## src/rtl/inst_fetch_ctrl.sv

```systemverilog
// -----------------------------------------------------------------------------
// inst_fetch_ctrl
//
// Instruction fetch controller that sits between the PC register and the
// instruction bus. It takes one PC sample per fetch, issues a single bus read
// for it, and holds the returned word for the decode stage until decode
// accepts it. On acceptance it pulses pc_enable so the PC steps or loads a
// branch target. A flush abandons the current fetch. A bus read that is
// already in flight is still allowed to complete, and its data is then
// thrown away.
//
// Ports
//   clk           in   system clock, rising edge
//   rst_n         in   asynchronous active-low reset
//   pc_in[31:0]   in   current PC from the PC register
//   pc_enable     out  PC advance/load strobe (combinational)
//   flush         in   discard current fetch; PC loads on the same cycle
//   ibus_req      out  instruction bus read request
//   ibus_addr     out  read address, stable while ibus_req=1
//   ibus_ack      in   read complete, ibus_rdata valid this cycle
//   ibus_rdata    in   read data
//   inst_valid    out  inst/inst_pc/inst_addr_err valid to decode
//   inst_ready    in   decode accepts this cycle
//   inst          out  fetched instruction
//   inst_pc       out  address of inst
//   inst_addr_err out  fetch address was misaligned
// -----------------------------------------------------------------------------
module inst_fetch_ctrl #(
    parameter logic [31:0] NOP_INSTR = 32'h00000000
) (
    input  logic        clk,
    input  logic        rst_n,
    input  logic [31:0] pc_in,
    output logic        pc_enable,
    input  logic        flush,
    output logic        ibus_req,
    output logic [31:0] ibus_addr,
    input  logic        ibus_ack,
    input  logic [31:0] ibus_rdata,
    output logic        inst_valid,
    input  logic        inst_ready,
    output logic [31:0] inst,
    output logic [31:0] inst_pc,
    output logic        inst_addr_err
);

    localparam logic [1:0] ST_IDLE    = 2'd0;
    localparam logic [1:0] ST_REQ     = 2'd1;
    localparam logic [1:0] ST_HOLD    = 2'd2;
    localparam logic [1:0] ST_DISCARD = 2'd3;

    logic [1:0]  r_state;
    logic [1:0]  w_state_next;
    logic [31:0] r_ibus_addr;
    logic [31:0] r_inst;
    logic [31:0] r_inst_pc;
    logic        r_inst_addr_err;

    logic        w_misaligned;
    logic        w_handoff;
    logic        w_sample_pc;
    logic        w_capture;

    assign w_misaligned = (pc_in[1:0] != 2'b00);
    assign w_handoff    = (r_state == ST_HOLD) & inst_ready & ~flush;
    assign w_sample_pc  = (r_state == ST_IDLE) & ~flush;
    // A flush in the ack cycle wins: the word is dropped, not captured.
    assign w_capture    = (r_state == ST_REQ) & ibus_ack & ~flush;

    always_comb begin
        w_state_next = r_state;
        case (r_state)
            ST_IDLE: begin
                if (!flush) begin
                    // Misaligned PCs never reach the bus; they go straight
                    // to HOLD carrying a NOP and the error flag.
                    w_state_next = w_misaligned ? ST_HOLD : ST_REQ;
                end
            end
            ST_REQ: begin
                if (ibus_ack) begin
                    w_state_next = flush ? ST_IDLE : ST_HOLD;
                end else if (flush) begin
                    // The read cannot be cancelled; wait for its ack.
                    w_state_next = ST_DISCARD;
                end
            end
            ST_DISCARD: begin
                if (ibus_ack) begin
                    w_state_next = ST_IDLE;
                end
            end
            ST_HOLD: begin
                if (flush || inst_ready) begin
                    w_state_next = ST_IDLE;
                end
            end
            default: w_state_next = ST_IDLE;
        endcase
    end

    always_ff @(posedge clk or negedge rst_n) begin
        if (!rst_n) begin
            r_state         <= ST_IDLE;
            r_ibus_addr     <= 32'h0;
            r_inst          <= 32'h0;
            r_inst_pc       <= 32'h0;
            r_inst_addr_err <= 1'b0;
        end else begin
            r_state <= w_state_next;
            if (w_sample_pc) begin
                r_inst_pc       <= pc_in;
                r_inst_addr_err <= w_misaligned;
                if (w_misaligned) begin
                    r_inst <= NOP_INSTR;
                end else begin
                    r_ibus_addr <= pc_in;
                end
            end
            if (w_capture) begin
                r_inst <= ibus_rdata;
            end
        end
    end

    // Request is a pure function of the registered state, so it cannot
    // glitch on ack or flush and stays up until the ack arrives.
    assign ibus_req      = (r_state == ST_REQ) | (r_state == ST_DISCARD);
    assign ibus_addr     = r_ibus_addr;
    assign inst_valid    = (r_state == ST_HOLD);
    assign inst          = r_inst;
    assign inst_pc       = r_inst_pc;
    assign inst_addr_err = r_inst_addr_err;

    // Flush also strobes the PC so the redirect target loads that cycle.
    assign pc_enable     = w_handoff | flush;

endmodule
```

## config.mk

```make
export PLATFORM = sky130hd
export DESIGN_NAME = inst_fetch_ctrl
export DESIGN_NICKNAME = d
export VERILOG_FILES = /design/src/rtl/inst_fetch_ctrl.sv
export SDC_FILE = /design/constraint.sdc
export NUM_CORES = 1
export LEC_CHECK = 0
export ABC_AREA = 1
export CELL_PAD_IN_SITES_DETAIL_PLACEMENT = 1
export CELL_PAD_IN_SITES_GLOBAL_PLACEMENT = 2
export CORE_MARGIN = 2
export CORE_UTILIZATION = 23
export CTS_CLUSTER_SIZE = 30
export DETAILED_ROUTE_END_ITERATION = 10
export PLACE_DENSITY = 0.78
export SYNTH_ARGS = -nofsm -noshare
export SYNTH_HDL_FRONTEND = slang
export SYNTH_SLANG_ARGS = --single-unit
```

## constraint.sdc

```tcl
create_clock -name clk -period 1.28 [get_ports clk]
set_input_delay 0.192 -clock clk [delete_from_list [all_inputs] [get_ports clk]]
set_output_delay 0.192 -clock clk [all_outputs]
set_load 0.01 [all_outputs]
```

==> results by group <==
Final layout
  • Post-Route Utilization: 0.3946
  • Fillers: 1982
  • Nets: 701
  • ANT cells: 0
  • Synth-to-Final Area Change: 69.04%
  • Sequential Area: around 2500 µm²
  • Layout cell share with drive strength beyond 1: 0.2810
  • Area occupied by multi-input gates: ~1500 µm²
  • Final instance area: about 7100 µm²

Power and ir drop
  • Total chip power: 14.34 mW
  • Seq pwr share: 0.361
  • Gate power share: 0.450
  • PD cells: just over 2000 nW/µm²
  • Clk pwr share: 0.189
  • Worst VDD drop: ~0.75 mV
  • Leak Pwr: 3.627 nW
  • Cell Int Power: about 9.0 mW
  • P_sw: 5.324 mW
  • Sw Share: 0.3712

Synth
  • Yosys reg bits: slightly below 100
  • Synth Warn #: 0
  • Mapped Nets: between 400 and 500
  • Top-count cell post-synth: dfrtp_1
  • Cells after Synth: between 400 and 500
  • Cell variety after synth: 19
  • Avg Cell Area, Syn: ~10 µm²
  • Synth top area cells: dfrtp_1, o21ai_2, nand2_1
  • Share of the synthesized area in the top cell type: 0.5928
  • Most frequent cells after synthesis: dfrtp_1, nand2_1, inv_1
  • Post-Syn Area: roughly 4200 µm²
  • Synth Flop Type: dfrtp_1
  • Cell taking the most area after synthesis: dfrtp_1
  • Seq/Total Area, Yosys: 0.5928
  • Post-synth EDFFs: 0
  • Async SR Flop Fraction: 1.000

Clock tree
  • Worst-Skew Late Latency: roughly 340 ps
  • H-tree Lvls: 3
  • Clock transition at the registers of the reported paths: about 80 ps
  • # clock sinks: between 90 and 100
  • CTS tree: built
  • Inserted Clock Buffers: 9
  • Root Buffer: clkbuf_16
  • CTS Buffer Depth: 2

Die
  • Chip Height: roughly 140 µm
  • Number of cell rows: 49
  • Initial Utilization: 0.2334
  • Die width: around 140 µm
  • Die ar.: around 19000 µm²
  • Placeable Area: about 18000 µm²
  • Io pins: about 170

Critical path
  • Critical Path Start: r_state[1]$_DFFE_PN0P_
  • FF-to-FF Start: r_state[1]$_DFFE_PN0P_
  • Most frequent CP cell: buf_6
  • CP endpoint kind: flip-flop
  • WP data arrival: 1740 ps
  • Critical-path cell list: buf_6 -> inv_4 -> nand2_4 -> nor2_8 -> nand2_8 -> buf_12 -> buf_6 -> o21ai_2
  • CP startpoint kind: flip-flop
  • WS Path Type: flip-flop to flip-flop
  • Slowest stage delay, CP: a little under 400 ps
  • Crit path max fanout: 8
  • Critical Path RT: approximately 1600 ps
  • Worst path slowest cell: dfrtp_1

Run
  • Maxcap violations: 0

Place
  • GP Congestion: just under 0.8
  • Post-DP HPWL: approximately 9300 µm
  • Dpl cell area: about 6400 µm²
  • Port Buf Inserts: roughly 170

Global routing
  • Largest net degree at the start of global routing: ~50
  • Total GRT Usage: 0.1360
  • Vias in the first global route: approximately 3900
  • Antenna violations before repair: 0
  • Grt ovf: 0
  • First-pass GRT wire length: 20970 µm

Hold path
  • Worst hold path type: input port to asynchronous set/reset pin

Detailed routing
  • Remaining antenna violation count: 0
  • Iter 0 DRT Violations: between 100 and 150
  • Via count: between 3000 and 4000
  • Drt via density: 4.195
  • DRT Pass-1 Iters: 4
  • WL/cell: 15.29 µm
  • DRT Wirelength: 13240 µm
  • Post-route DRC violation count: 0

STA
  • Final worst slack: -180.4 ps
  • Slew Viols, Final: 0
  • Finish-stage setup viols: 99
  • Unrepaired setup endpoints after global routing: true
  • Slew headroom: 0.8121
  • Period Utilization, post-route: 1.141
  • Setup TNS: -11620 ps
  • Tightest Pin Transition: 281.8 ps
  • FMAX: 0.6847 GHz
  • Hold Fails Final Rpt: 0
  • Period minus WS final: about 1500 ps
  • Clk_skew: 6.306 ps

Run status
  • Failing checks: setup timing
  • Outcome: complete, but fails checks
==> per-layer routing <==
layer  vias up  GRT usage  wire length [µm]
met4         0    0.04466               174
li1       1749          -                 -
met3        12    0.04731              1070
met2       129     0.2217              6353
met1      1743     0.1696              5642
met5         -          0                 0
==> layout make-up <==
class / count / area share
flip-flops and latches: 99 / 0.3507
repair buffers: 225 / 0.3202
clock buffers: 10 / 0.03383
well taps: 229 / 0.04056
multi-input cells: 227 / 0.2088
clock inverters: 6 / 0.007970
inverters: 70 / 0.03790
==> repair_timing <==
action,in CTS,in global routing
hold endpoints to repair,13,0
gates cloned,4,2
gates resized for setup,118,88
hold buffers,1,0
setup endpoints to repair,197,100
buffers inserted,2,6
pin swaps,0,18
==> critical path, delay by kind of cell (launching register included) <==
family	cells	cell delay (ps)
AO/OA/AOI/OAI	1	130
buffers and inverters	4	480
flip-flops	1	390
AND/OR/NAND/NOR	3	380
==> sequential cells by signal, summed over array words and instances, names as in the netlist <==
| name | cells |
|---|---|
| ibus_addr | 32 |
| inst | 32 |
| r_state | 2 |
| inst_addr_err | 1 |
| inst_pc | 32 |
==> power groups by stage <==
stage               Clock [mW]  Combinational [mW]  Sequential, mW
floorplan                    0                2.18            5.72
global placement             0                6.57            5.11
detailed placement           0                6.74            5.18
CTS                       2.84                6.07            5.09
global route              2.97                7.05            5.36
finish                    2.72                6.45            5.18
==> per-stage QoR <==
step / instances / setup WS [ps] / hold WS (ps)
after floorplan: 418 / 50.14 / -103.6
after global placement: 836 / -352.6 / 78.07
after detailed placement: 836 / -371.9 / 78.04
after CTS: 859 / -201.4 / 246.9
after global routing: 866 / -250.4 / 255.8
final: 866 / -180.4 / 259.1
==> final timing paths <==
check	endpoint	slack [ps]	cells after the start
max in group asynchronous	inst[16]$_DFFE_PN0P_	470	3
min in group clk	inst[14]$_DFFE_PN0P_	390	3
setup / recovery	ibus_addr[25]$_DFFE_PN0P_	-180	8
setup reg to reg	ibus_addr[25]$_DFFE_PN0P_	-180	8
hold reg to reg	inst_pc[31]$_DFFE_PN0P_	470	2
hold / removal	inst_pc[8]$_DFFE_PN0P_	260	2
==> kinds of logic after synthesis <==
| kind of cell | after synthesis | share of synthesized area |
|---|---|---|
| compound gates | 93 | 0.1479 |
| buf+inv | 92 | 0.1144 |
| flops | 99 | 0.5928 |
| simple gates | 134 | 0.1449 |
==> cells in the final DEF (no fill, tap or decap), types with 7 or more instances in the layout <==
cell type,n
buf_12,11
buf_4,23
buf_6,18
clkbuf_16,10
clkdlybuf4s15_1,7
clkdlybuf4s50_1,67
dfrtp_1,99
dlygate4sd2_1,90
inv_1,64
nand2_1,68
nand2_2,10
nand2_4,10
nand3_1,9
nand3_2,25
o21ai_1,45
o21ai_2,46
No activity file was read; power rests on OpenSTA's default activity.
